`config.mk`:
```
export PLATFORM = sky130hd
export DESIGN_NAME = kob_bank_arb_flat
export DESIGN_NICKNAME = d
export VERILOG_FILES = /design/src/rtl/kob_bank_arb_if.sv /design/src/rtl/kob_bank_arb.sv /design/src/flat_wrapper.sv
export SDC_FILE = /design/constraint.sdc
export NUM_CORES = 1
export LEC_CHECK = 0
export CAP_MARGIN = 15
export CORE_MARGIN = 2
export CORE_UTILIZATION = 60
export CTS_BUF_LIST = sky130_fd_sc_hd__clkbuf_8
export DETAILED_ROUTE_END_ITERATION = 6
export PLACE_DENSITY = 0.94
export SLEW_MARGIN = 20
export SYNTH_ARGS = -nofsm -noshare
export SYNTH_HDL_FRONTEND = slang
export SYNTH_SLANG_ARGS = --single-unit
```
`constraint.sdc`:
```
create_clock -name clk -period 4.86 [get_ports clk]
set_clock_uncertainty 0.2 [all_clocks]
set_input_delay 0.972 -clock clk [delete_from_list [all_inputs] [get_ports clk]]
set_output_delay 0.972 -clock clk [all_outputs]
set_load 0.01 [all_outputs]
```
`src/rtl/kob_bank_arb_if.sv`:
```
// Channel request/ack handshake, bank enables and per-bank issue outputs
// of the bank arbiter, bundled as one interface.
interface kob_bank_arb_if;
    logic       d_ch_0_rob_req;
    logic       d_ch_1_rob_req;
    logic       d_ch_2_rob_req;
    logic [1:0] d_ch_0_rob_bank_id;
    logic [1:0] d_ch_1_rob_bank_id;
    logic [1:0] d_ch_2_rob_bank_id;
    logic       d_ch_0_rob_ack;
    logic       d_ch_1_rob_ack;
    logic       d_ch_2_rob_ack;
    logic [3:0] cfg_bank_en;
    logic [3:0] bank_issue_valid;
    logic [7:0] bank_issue_ch;
    logic [3:0] bank_busy;

    modport slave (
        input  d_ch_0_rob_req, d_ch_1_rob_req, d_ch_2_rob_req,
        input  d_ch_0_rob_bank_id, d_ch_1_rob_bank_id, d_ch_2_rob_bank_id,
        input  cfg_bank_en,
        output d_ch_0_rob_ack, d_ch_1_rob_ack, d_ch_2_rob_ack,
        output bank_issue_valid, bank_issue_ch, bank_busy
    );

    modport master (
        output d_ch_0_rob_req, d_ch_1_rob_req, d_ch_2_rob_req,
        output d_ch_0_rob_bank_id, d_ch_1_rob_bank_id, d_ch_2_rob_bank_id,
        output cfg_bank_en,
        input  d_ch_0_rob_ack, d_ch_1_rob_ack, d_ch_2_rob_ack,
        input  bank_issue_valid, bank_issue_ch, bank_busy
    );
endinterface

```
`src/rtl/kob_bank_arb.sv`:
```
// Three-channel to four-bank arbiter: per-bank round-robin selection with a
// BANK_LAT-cycle occupancy window and a registered per-bank issue pulse.
module kob_bank_arb #(
    parameter int BANK_LAT = 4
) (
    input logic           clk,
    input logic           rstn,
    kob_bank_arb_if.slave bus
);
    localparam logic [3:0] LAT_LOAD = 4'(BANK_LAT - 1);

    logic [2:0] req;
    logic [1:0] bank_id [3];
    logic [3:0] busy_cnt [4];
    logic [1:0] rr_ptr [4];
    logic [3:0] gnt_vld;
    logic [1:0] gnt_ch [4];
    logic [2:0] ack;
    logic [3:0] issue_vld_p1;
    logic [7:0] issue_ch_p1;

    // (ptr + k) mod 3 for ptr in 0..2, k in 0..2
    function automatic logic [1:0] rr_idx(input logic [1:0] ptr, input int k);
        logic [2:0] s;
        s = 3'(ptr) + 3'(k);
        return (s >= 3'd3) ? 2'(s - 3'd3) : s[1:0];
    endfunction

    assign req        = {bus.d_ch_2_rob_req, bus.d_ch_1_rob_req, bus.d_ch_0_rob_req};
    assign bank_id[0] = bus.d_ch_0_rob_bank_id;
    assign bank_id[1] = bus.d_ch_1_rob_bank_id;
    assign bank_id[2] = bus.d_ch_2_rob_bank_id;

    always_comb begin
        gnt_vld = '0;
        ack     = '0;
        for (int b = 0; b < 4; b++) begin
            gnt_ch[b] = 2'd0;
            if (busy_cnt[b] == 4'd0 && bus.cfg_bank_en[b]) begin
                for (int k = 0; k < 3; k++) begin
                    if (!gnt_vld[b] && req[rr_idx(rr_ptr[b], k)] &&
                        bank_id[rr_idx(rr_ptr[b], k)] == 2'(b)) begin
                        gnt_vld[b] = 1'b1;
                        gnt_ch[b]  = rr_idx(rr_ptr[b], k);
                    end
                end
            end
        end
        // a channel targets exactly one bank, so at most one bank can ack it
        for (int b = 0; b < 4; b++) begin
            if (gnt_vld[b]) ack[gnt_ch[b]] = 1'b1;
        end
        if (!rstn) ack = '0;
    end

    assign bus.d_ch_0_rob_ack = ack[0];
    assign bus.d_ch_1_rob_ack = ack[1];
    assign bus.d_ch_2_rob_ack = ack[2];

    // stage p1: grant registered into the per-bank issue outputs
    always_ff @(posedge clk or negedge rstn) begin
        if (!rstn) begin
            for (int b = 0; b < 4; b++) begin
                busy_cnt[b] <= 4'd0;
                rr_ptr[b]   <= 2'd0;
            end
            issue_vld_p1 <= '0;
            issue_ch_p1  <= '0;
        end else begin
            issue_vld_p1 <= gnt_vld;
            for (int b = 0; b < 4; b++) begin
                if (gnt_vld[b]) begin
                    busy_cnt[b]            <= LAT_LOAD;
                    rr_ptr[b]              <= rr_idx(gnt_ch[b], 1);
                    issue_ch_p1[2*b +: 2]  <= gnt_ch[b];
                end else if (busy_cnt[b] != 4'd0) begin
                    busy_cnt[b] <= busy_cnt[b] - 4'd1;
                end
            end
        end
    end

    always_comb begin
        for (int b = 0; b < 4; b++) bus.bank_busy[b] = (busy_cnt[b] != 4'd0);
    end

    assign bus.bank_issue_valid = issue_vld_p1;
    assign bus.bank_issue_ch    = issue_ch_p1;
endmodule
```
`src/flat_wrapper.sv`:
```
// flat-port wrapper written by rule: the top's interface ports become plain ports
module kob_bank_arb_flat 
#(
    parameter int BANK_LAT = 4
)
  (clk, rstn, bus_d_ch_0_rob_req, bus_d_ch_1_rob_req, bus_d_ch_2_rob_req, bus_d_ch_0_rob_bank_id, bus_d_ch_1_rob_bank_id, bus_d_ch_2_rob_bank_id, bus_cfg_bank_en, bus_d_ch_0_rob_ack, bus_d_ch_1_rob_ack, bus_d_ch_2_rob_ack, bus_bank_issue_valid, bus_bank_issue_ch, bus_bank_busy);
  kob_bank_arb_if bus_i ();
  input logic clk;
  input logic rstn;
  input wire logic [$bits(bus_i.d_ch_0_rob_req)-1:0] bus_d_ch_0_rob_req;
  input wire logic [$bits(bus_i.d_ch_1_rob_req)-1:0] bus_d_ch_1_rob_req;
  input wire logic [$bits(bus_i.d_ch_2_rob_req)-1:0] bus_d_ch_2_rob_req;
  input wire logic [$bits(bus_i.d_ch_0_rob_bank_id)-1:0] bus_d_ch_0_rob_bank_id;
  input wire logic [$bits(bus_i.d_ch_1_rob_bank_id)-1:0] bus_d_ch_1_rob_bank_id;
  input wire logic [$bits(bus_i.d_ch_2_rob_bank_id)-1:0] bus_d_ch_2_rob_bank_id;
  input wire logic [$bits(bus_i.cfg_bank_en)-1:0] bus_cfg_bank_en;
  output wire logic [$bits(bus_i.d_ch_0_rob_ack)-1:0] bus_d_ch_0_rob_ack;
  output wire logic [$bits(bus_i.d_ch_1_rob_ack)-1:0] bus_d_ch_1_rob_ack;
  output wire logic [$bits(bus_i.d_ch_2_rob_ack)-1:0] bus_d_ch_2_rob_ack;
  output wire logic [$bits(bus_i.bank_issue_valid)-1:0] bus_bank_issue_valid;
  output wire logic [$bits(bus_i.bank_issue_ch)-1:0] bus_bank_issue_ch;
  output wire logic [$bits(bus_i.bank_busy)-1:0] bus_bank_busy;
  assign bus_i.d_ch_0_rob_req = bus_d_ch_0_rob_req;
  assign bus_i.d_ch_1_rob_req = bus_d_ch_1_rob_req;
  assign bus_i.d_ch_2_rob_req = bus_d_ch_2_rob_req;
  assign bus_i.d_ch_0_rob_bank_id = bus_d_ch_0_rob_bank_id;
  assign bus_i.d_ch_1_rob_bank_id = bus_d_ch_1_rob_bank_id;
  assign bus_i.d_ch_2_rob_bank_id = bus_d_ch_2_rob_bank_id;
  assign bus_i.cfg_bank_en = bus_cfg_bank_en;
  assign bus_d_ch_0_rob_ack = bus_i.d_ch_0_rob_ack;
  assign bus_d_ch_1_rob_ack = bus_i.d_ch_1_rob_ack;
  assign bus_d_ch_2_rob_ack = bus_i.d_ch_2_rob_ack;
  assign bus_bank_issue_valid = bus_i.bank_issue_valid;
  assign bus_bank_issue_ch = bus_i.bank_issue_ch;
  assign bus_bank_busy = bus_i.bank_busy;
  kob_bank_arb #(.BANK_LAT(BANK_LAT)) u_core (.clk(clk), .rstn(rstn), .bus(bus_i));
endmodule
```
==> summary.md, run 1 <==
| Metric | Value |
|---|---|
| DRC | `0` |
| Fin crit share | `0.979` |
| Layout cell share with drive strength beyond 1 | `0.127` |
| CTS max path bufs | `2` |
| Die ar. | `around 4800 um2` |
| Rows | `23` |
| Mapped Nets | `320` |
| Synth top area share | `0.355` |
| Ant diodes | `0` |
| Synth Area in Adders | `0.151` |
| Port Buf Inserts | `33` |
| Synthesized cell area | `around 2500 um2` |
| Power per cell area | `between 500 and 600 nW/um2` |
| Reg-to-Reg End | `u_core.rr_ptr[7]` |
| DRT Wirelength | `around 5500 um` |
| Synthesis-to-finish area growth | `23.2%` |
| Final cell count without fillers | `380` |
| Internal power | `roughly 950 uW` |
| Synth cell types | `48` |
| Comb pwr share | `0.563` |
| Sequential share of power | `0.312` |
| Wirelength per Cell | `14.5 um` |
| I/O pin count | `34` |
| Most common cell in the synthesized netlist | `inv_1` |
| Worst Hold End | `u_core.bus.bank_issue_ch[3]` |
| Post-synthesis mux area share | `0.0236` |
| Post-synth top area cell | `dfrtp_1` |
| Max FO, Critical Path | `4` |
| Routed wl met3 | `303 um` |
| Post-Synthesis Cells | `276` |
| Antenna violations before repair | `0` |
| DR vias | `~2,200` |
| Fmax | `between 0.2 and 0.25 GHz` |
| Initial Util | `0.631` |
| CP required | `3.69 ns` |
| Compound-Gate Fraction of Synth Area | `0.187` |
| Number of H-tree levels | `2` |
| Fin. Hold Viols | `0` |
| Worst stage delay on the critical path | `between 0.5 and 0.6 ns` |
| Hold crit path type | `flop to flop` |
| Core ar. | `4030 um2` |
| Total grt overflow | `0` |
| Worst-margin pin slew | `~0.45 ns` |
| Post-synthesis area per instance | `9.21 um2` |
| Largest net degree at the start of global routing | `37` |
| Worst-Skew Late Latency | `0.29 ns` |
| Register-to-Register Path Depth | `12` |
| Final HPWL DP | `4210 um` |
| Filler instances | `282` |
| DP Area | `between 3000 and 4000 um2` |
| RD Place Congestion | `just under 1` |
| Sw Ratio | `0.423` |
| Crit path DAT | `3.59 ns` |
| Largest family of logic cells by synthesized area | `simple AND/OR/NAND/NOR gates` |
| Hold Crit Start | `u_core.bus.bank_issue_ch[3]` |
| VDD IR max | `between 300 and 400 uV` |
| Simple-Gate Fraction of Synth Area | `0.194` |
| Top cells by area, synth | `dfrtp_1, ha_1, inv_1, o21ai_0, nand2_1` |
| Die width | `69.1 um` |
| Remaining antenna violation count | `0` |
| CTS Buf Count | `5` |
| Placed cell count | `370` |
| Area occupied by multi-input gates | `about 1500 um2` |
| Leakage | `around 0.0015 uW` |
| Hold buffer count at cts | `0` |
| Worst Setup Path Type | `input port to output pin` |
| Main synth FF type | `dfrtp_1` |
| Root buffer cell | `clkbuf_8` |
| Final instance area | `3130 um2` |
| WHS | `between 0.2 and 0.3 ns` |
| Number of synthesized flops with an enable pin | `0` |
| CP endpoint kind | `output pin` |
| Register area | `roughly 900 um2` |
| Place WS | `-0.0900 ns` |
| Post-DR vias/cell | `around 5.7` |
| DR WL met2 | `about 2800 um` |
| P_sw | `roughly 700 uW` |
| Synthesis-stage register bit count | `36` |
| Initial DRC Count | `~140` |
| Clock period minus worst slack | `4.76 ns` |
| Reg2reg setup slack | `approximately 2 ns` |
| Final Setup Violations | `0` |
| Yosys Warn Count | `0` |
| Fin. max-slew vios | `0` |
| Slew HR | `0.701` |
| Synth cell count leaders | `inv_1, dfrtp_1, ha_1` |
| Ordered list of cells on the worst path | `clkdlybuf4s50_1 -> nand3b_1 -> o221ai_2 -> a211o_1 -> nor4b_2 -> o21a_1 -> inv_1 -> ha_1 -> a222oi_1 -> a21oi_1 -> dlygate4sd2_1` |
| FF-to-FF Start | `u_core.rr_ptr[6]` |
| Met1 WL | `roughly 2400 um` |
| Xor and xnor area share after synthesis | `0.0207` |
| Top sig layer | `met4` |
| Clock transition at path regs | `roughly 0.060 ns` |
| PnR worst setup slack | `around 0.10 ns` |
| Critical-path top delay cell | `clkdlybuf4s50_1` |
| Setup crit start kind | `input port` |
| CTS tree | `done` |
| CTS sink count | `36` |
| Async S/R FF share, synth | `1.00` |
| DIE HEIGHT | `roughly 69 um` |
| # nets final | `approximately 370` |
| Outcome | `completed` |
| First-pass GRT wire length | `8790 um` |
| Vias in the first global route | `a little over 2,000` |
| Clock share of power | `0.125` |
| Final Power | `approximately 1600 uW` |
| Drt first pass iters | `4` |
| WHS Path Cells | `1` |
| Maxcap violations | `0` |
| Post-synthesis sequential area ratio | `0.355` |
| All-Layer GR Usage | `0.227` |
## cells by family (layout without fill, tap and decap cells)
kind of cell	count (synthesis)	count (layout)
buf+inv	43	97
fa+ha+maj	31	31
flops	36	36
xor+xnor	6	6
mux	6	6
compound gates	67	67
simple gates	87	87
## placed cells by master, fill, tap and decap left out, types with 6 or more instances in the layout
| cell | Yosys | final |
|---|---|---|
| a21o_1 | 9 | 9 |
| a21oi_1 | 12 | 11 |
| buf_4 | 0 | 16 |
| clkdlybuf4s50_1 | 0 | 29 |
| dfrtp_1 | 36 | 36 |
| ha_1 | 29 | 29 |
| inv_1 | 38 | 40 |
| mux2i_1 | 6 | 6 |
| nand2_1 | 21 | 21 |
| nand3_1 | 9 | 9 |
| nor2_1 | 16 | 16 |
| o21ai_0 | 17 | 17 |
| xnor2_1 | 6 | 6 |
## flip-flops by register name, indices dropped and copies added (netlist names)
| register | count |
|---|---|
| u_core.bus.bank_issue_ch | 8 |
| u_core.busy_cnt | 16 |
| u_core.bus.bank_issue_valid | 4 |
| u_core.rr_ptr | 8 |
## per-stage QoR
stage,TNS (ns),util
after global placement,0,0.747
final,0,0.777
after detailed placement,-0.193,0.747
after floorplan,0,-
after global routing,-0.0252,0.777
after CTS,0,0.772
## power groups by stage
stage	clock network, uW	logic [uW]	registers [uW]
after floorplan	0	642	513
after global placement	0	863	509
after detailed placement	0	907	517
after CTS	204	915	512
after global routing	219	1020	528
final	204	925	512
## metal layers
layer,up-vias,global-route usage
met5,-,0
met4,0,0.0566
met3,12,0.0526
met2,59,0.413
met1,1040,0.269
li1,1070,-
## area by class of cell
type | instances | area share
multi-input combinational | 197 | 0.474
sequential | 36 | 0.288
timing repair buffer | 49 | 0.142
inverter | 40 | 0.0484
clock buffer | 5 | 0.0220
tap | 50 | 0.0200
clock inverter | 3 | 0.00520
## worst max-delay path, delay by kind of cell
family,cells,cell delay [ns]
buf+inv,3,0.90
simple gates,2,0.42
fa+ha+maj,1,0.22
compound gates,5,1.07
## worst max-delay path by stage
stage | startpoint | end | cells past startpoint
2_1_floorplan | bus_d_ch_1_rob_bank_id[1] | bus_d_ch_0_rob_ack | 9
3_3_place_gp | bus_d_ch_0_rob_bank_id[1] | bus_d_ch_2_rob_ack | 11
3_5_place_dp | bus_d_ch_0_rob_bank_id[1] | bus_d_ch_2_rob_ack | 11
4_1_cts | bus_d_ch_0_rob_bank_id[1] | bus_d_ch_1_rob_ack | 10
5_1_grt | bus_d_ch_0_rob_bank_id[1] | bus_d_ch_0_rob_ack | 11
6_report | bus_d_ch_0_rob_bank_id[1] | bus_d_ch_2_rob_ack | 11
## repair_timing
action / CTS / global route
hold endpoints to repair: 0 / 0
gates cloned: 0 / 0
resized for setup: 5 / 3
setup buffers: 1 / 1
endpoints found under the setup margin: 3 / 3
pin swaps: 0 / 2
(Power assumes the default switching activity.)
==> run 2, diff against run 1 <==
- CTS_CLUSTER_SIZE: default -> 20
- PLACE_DENSITY: 0.94 -> default
- PLACE_DENSITY_LB_ADDON: default -> 0.08
==> run 2 against run 1 <==
Against the previous run:
- setup slack improved by 0.10 ns
- final cell count shrank 1.1%
- fmax increased by 2.2%
- register-to-register slack improved by 0.12 ns
- sequential power is essentially flat
- hold slack gained 0.010 ns
- global-route usage up 0.21 points
- power is 1.6% lower
- critical endpoint unchanged
- largest power group unchanged
- highest routed layer unchanged
==> summary.md, run 2 (synthesis results as in run 1) <==
| Metric | Value |
|---|---|
| Worst-Skew Late Latency | `0.28 ns (about the same)` |
| RSZ-0062 raised after global routing | `no` |
| Critical-path top delay cell | `clkdlybuf4s50_1` |
| Reg with most FFs | `u_core.busy_cnt` |
| I/O pin count | `34 (unchanged)` |
| Total grt overflow | `0 (unchanged)` |
| Hold buffer count at cts | `0 (unchanged)` |
| Crit path DAT | `3.48 ns (-0.11 ns)` |
| CP top delay family | `compound AO/OA/AOI/OAI gates` |
| Met3 usage | `0.0453 (-0.00731)` |
| Power per cell area | `522 nW/um2 (-0.44%)` |
| Grt met2 use | `0.375 (-0.0385)` |
| CTS sink count | `36 (unchanged)` |
| Place WS | `-0.0249 ns (+0.0650 ns)` |
| Clock period minus worst slack | `4.66 ns (-0.101 ns)` |
| Max FFs per register | `16 (unchanged)` |
| RD Place Congestion | `0.891 (-8.1%)` |
| Met1 usage | `0.300 (+0.0316)` |
| # nets final | `369 (-1.1%)` |
| Final cell count without fillers | `376 (-1.1%)` |
| Core ar. | `4030 um2 (unchanged)` |
| Max FO, Critical Path | `4 (unchanged)` |
| Post-DR vias/cell | `5.53 (-3.7%)` |
| Clock transition at path regs | `0.07 ns (about the same)` |
| Worst-margin pin slew | `0.453 ns (+0.00395 ns)` |
| Wirelength per Cell | `13.7 um (-5.9%)` |
| Worst Setup Path Type | `input port to output pin` |
| Largest net degree at the start of global routing | `37 (unchanged)` |
| Filler instances | `290 (+2.8%)` |
| Root buffer cell | `clkbuf_8` |
| DRC | `0 (unchanged)` |
| Number of post-CTS setup repair buffers | `0 (-1)` |
| DIE HEIGHT | `69.1 um (unchanged)` |
| PnR worst setup slack | `0.204 ns (+0.101 ns)` |
| Hold crit path type | `flop to flop` |
| Synthesis-to-finish area growth | `21.7%` |
| Slew HR | `0.698 (-0.00263)` |
| Vias in the first global route | `2,033 (-1.7%)` |
| Initial DRC Count | `121 (-10%)` |
| Fin. Hold Viols | `0 (unchanged)` |
| Outcome | `completed` |
| CP Buf/Inv Count | `3 (unchanged)` |
| Most Crowded Layer GR | `met2` |
| First-pass GRT wire length | `8900 um (+1.3%)` |
| Antenna violations before repair | `0 (unchanged)` |
| CP required | `3.69 ns (about the same)` |
| Initial Util | `0.631 (unchanged)` |
| Remaining antenna violation count | `0 (unchanged)` |
| Setup TNS | `0 ns (unchanged)` |
| Final HPWL DP | `3960 um (-6.1%)` |
| VDD IR max | `296 uV (-23%)` |
| Maxcap violations | `0 (unchanged)` |
| Area occupied by multi-input gates | `1470 um2 (-0.76%)` |
| DRT Wirelength | `5140 um (-6.9%)` |
| WHS | `0.286 ns (+0.0101 ns)` |
| Leakage | `0.00149 uW (-0.49%)` |
| CTS tree | `done` |
| Ant diodes | `0 (unchanged)` |
| Layout cell share with drive strength beyond 1 | `0.110 (-0.0168)` |
| Die ar. | `4770 um2 (unchanged)` |
| CTS max path bufs | `2 (unchanged)` |
| Placed cell count | `368 (-0.54%)` |
| Worst stage delay on the critical path | `0.52 ns (about the same)` |
| Final Power | `1620 uW (-1.6%)` |
| Fin crit share | `0.958 (-0.0208)` |
| CTS Buf Count | `5 (unchanged)` |
| Drt first pass iters | `4 (unchanged)` |
| Final Setup Violations | `0 (unchanged)` |
| All-Layer GR Usage | `0.229 (+0.00206)` |
| DR vias | `2,078 (-4.7%)` |
| Ordered list of cells on the worst path | `clkdlybuf4s50_1 -> nand3b_1 -> o221ai_2 -> a211o_1 -> nor4b_1 -> o21a_1 -> inv_1 -> ha_1 -> a222oi_1 -> a21oi_1 -> dlygate4sd2_1` |
| Rows | `23 (unchanged)` |
| Most frequent cells in the layout | `inv_1, dfrtp_1, ha_1, clkdlybuf4s50_1, nand2_1` |
| CP endpoint kind | `output pin` |
| Die width | `69.1 um (unchanged)` |
| Most common cell after layout, fill and taps aside | `inv_1` |
| Fin. max-slew vios | `0 (unchanged)` |
| Number of H-tree levels | `2 (unchanged)` |
| Register area | `901 um2 (unchanged)` |
| Setup crit start kind | `input port` |
| Fmax | `0.215 GHz (+2.2%)` |
| Port Buf Inserts | `33 (unchanged)` |
run 2: cell types whose count changed in the layout (fill, tap and decap cells not counted), sizes merged:
cell          previous run  this run
buf                     17        13
dlygate4sd2              2         1
dlymetal6s2s             1         2
run 2: through the flow:
step | utilization | instance area, um2
after floorplan | - | 2540
after global placement | 0.743 | 2990
after detailed placement | 0.743 | 2990
after CTS | 0.764 | 3080
after global routing | 0.768 | 3090
final | 0.768 | 3090
run 2: final cells by class:
cell class	count	area share
Clock buffer	5	0.0222
Clock inverter	3	0.00526
Inverter	40	0.0489
Multi-Input combinational cell	197	0.477
Sequential cell	36	0.291
Tap cell	50	0.0202
Timing Repair Buffer	45	0.136
run 2: report_power, final:
part           switching, uW  internal [uW]  leakage (uW)  total (uW)
clock network            106           98.1     0.0000507         205
logic                    491            411      0.000999         902
registers               75.6            433      0.000441         509
run 2: path summary, 6_finish.rpt:
check / cells after the start / slack [ns] / end / start
worst min-delay path: 1 / 0.29 / u_core.bus.bank_issue_ch[0] / u_core.bus.bank_issue_ch[0]
min in group asynchronous: 2 / 0.53 / u_core.bus.bank_issue_valid[0] / rstn
worst max-delay path: 11 / 0.20 / bus_d_ch_2_rob_ack / bus_d_ch_0_rob_bank_id[1]
worst min register to register: 1 / 0.29 / u_core.bus.bank_issue_ch[0] / u_core.bus.bank_issue_ch[0]
max in group asynchronous: 2 / 3.61 / u_core.rr_ptr[5] / rstn
worst max register to register: 10 / 2.16 / u_core.rr_ptr[6] / u_core.rr_ptr[6]
run 2: worst reg2reg max path, delay by kind of cell, from the launching register on:
kind                     cells  cell delay, ns
flip-flops                   1            0.41
AO/OA/AOI/OAI                3            0.49
buffers and inverters        2            0.18
adder cells (fa/ha/maj)      2            0.70
AND/OR/NAND/NOR              3            0.65
run 2: metal layers:
layer	wire [um]	part of all wire
met5	0	0
met2	2510	0.49
met1	2380	0.46
met4	71	0.014
met3	174	0.034
run 2: repair_timing:
action,CTS,global route
pin swaps,1,0
setup endpoints to repair,2,2
resized for setup,2,4
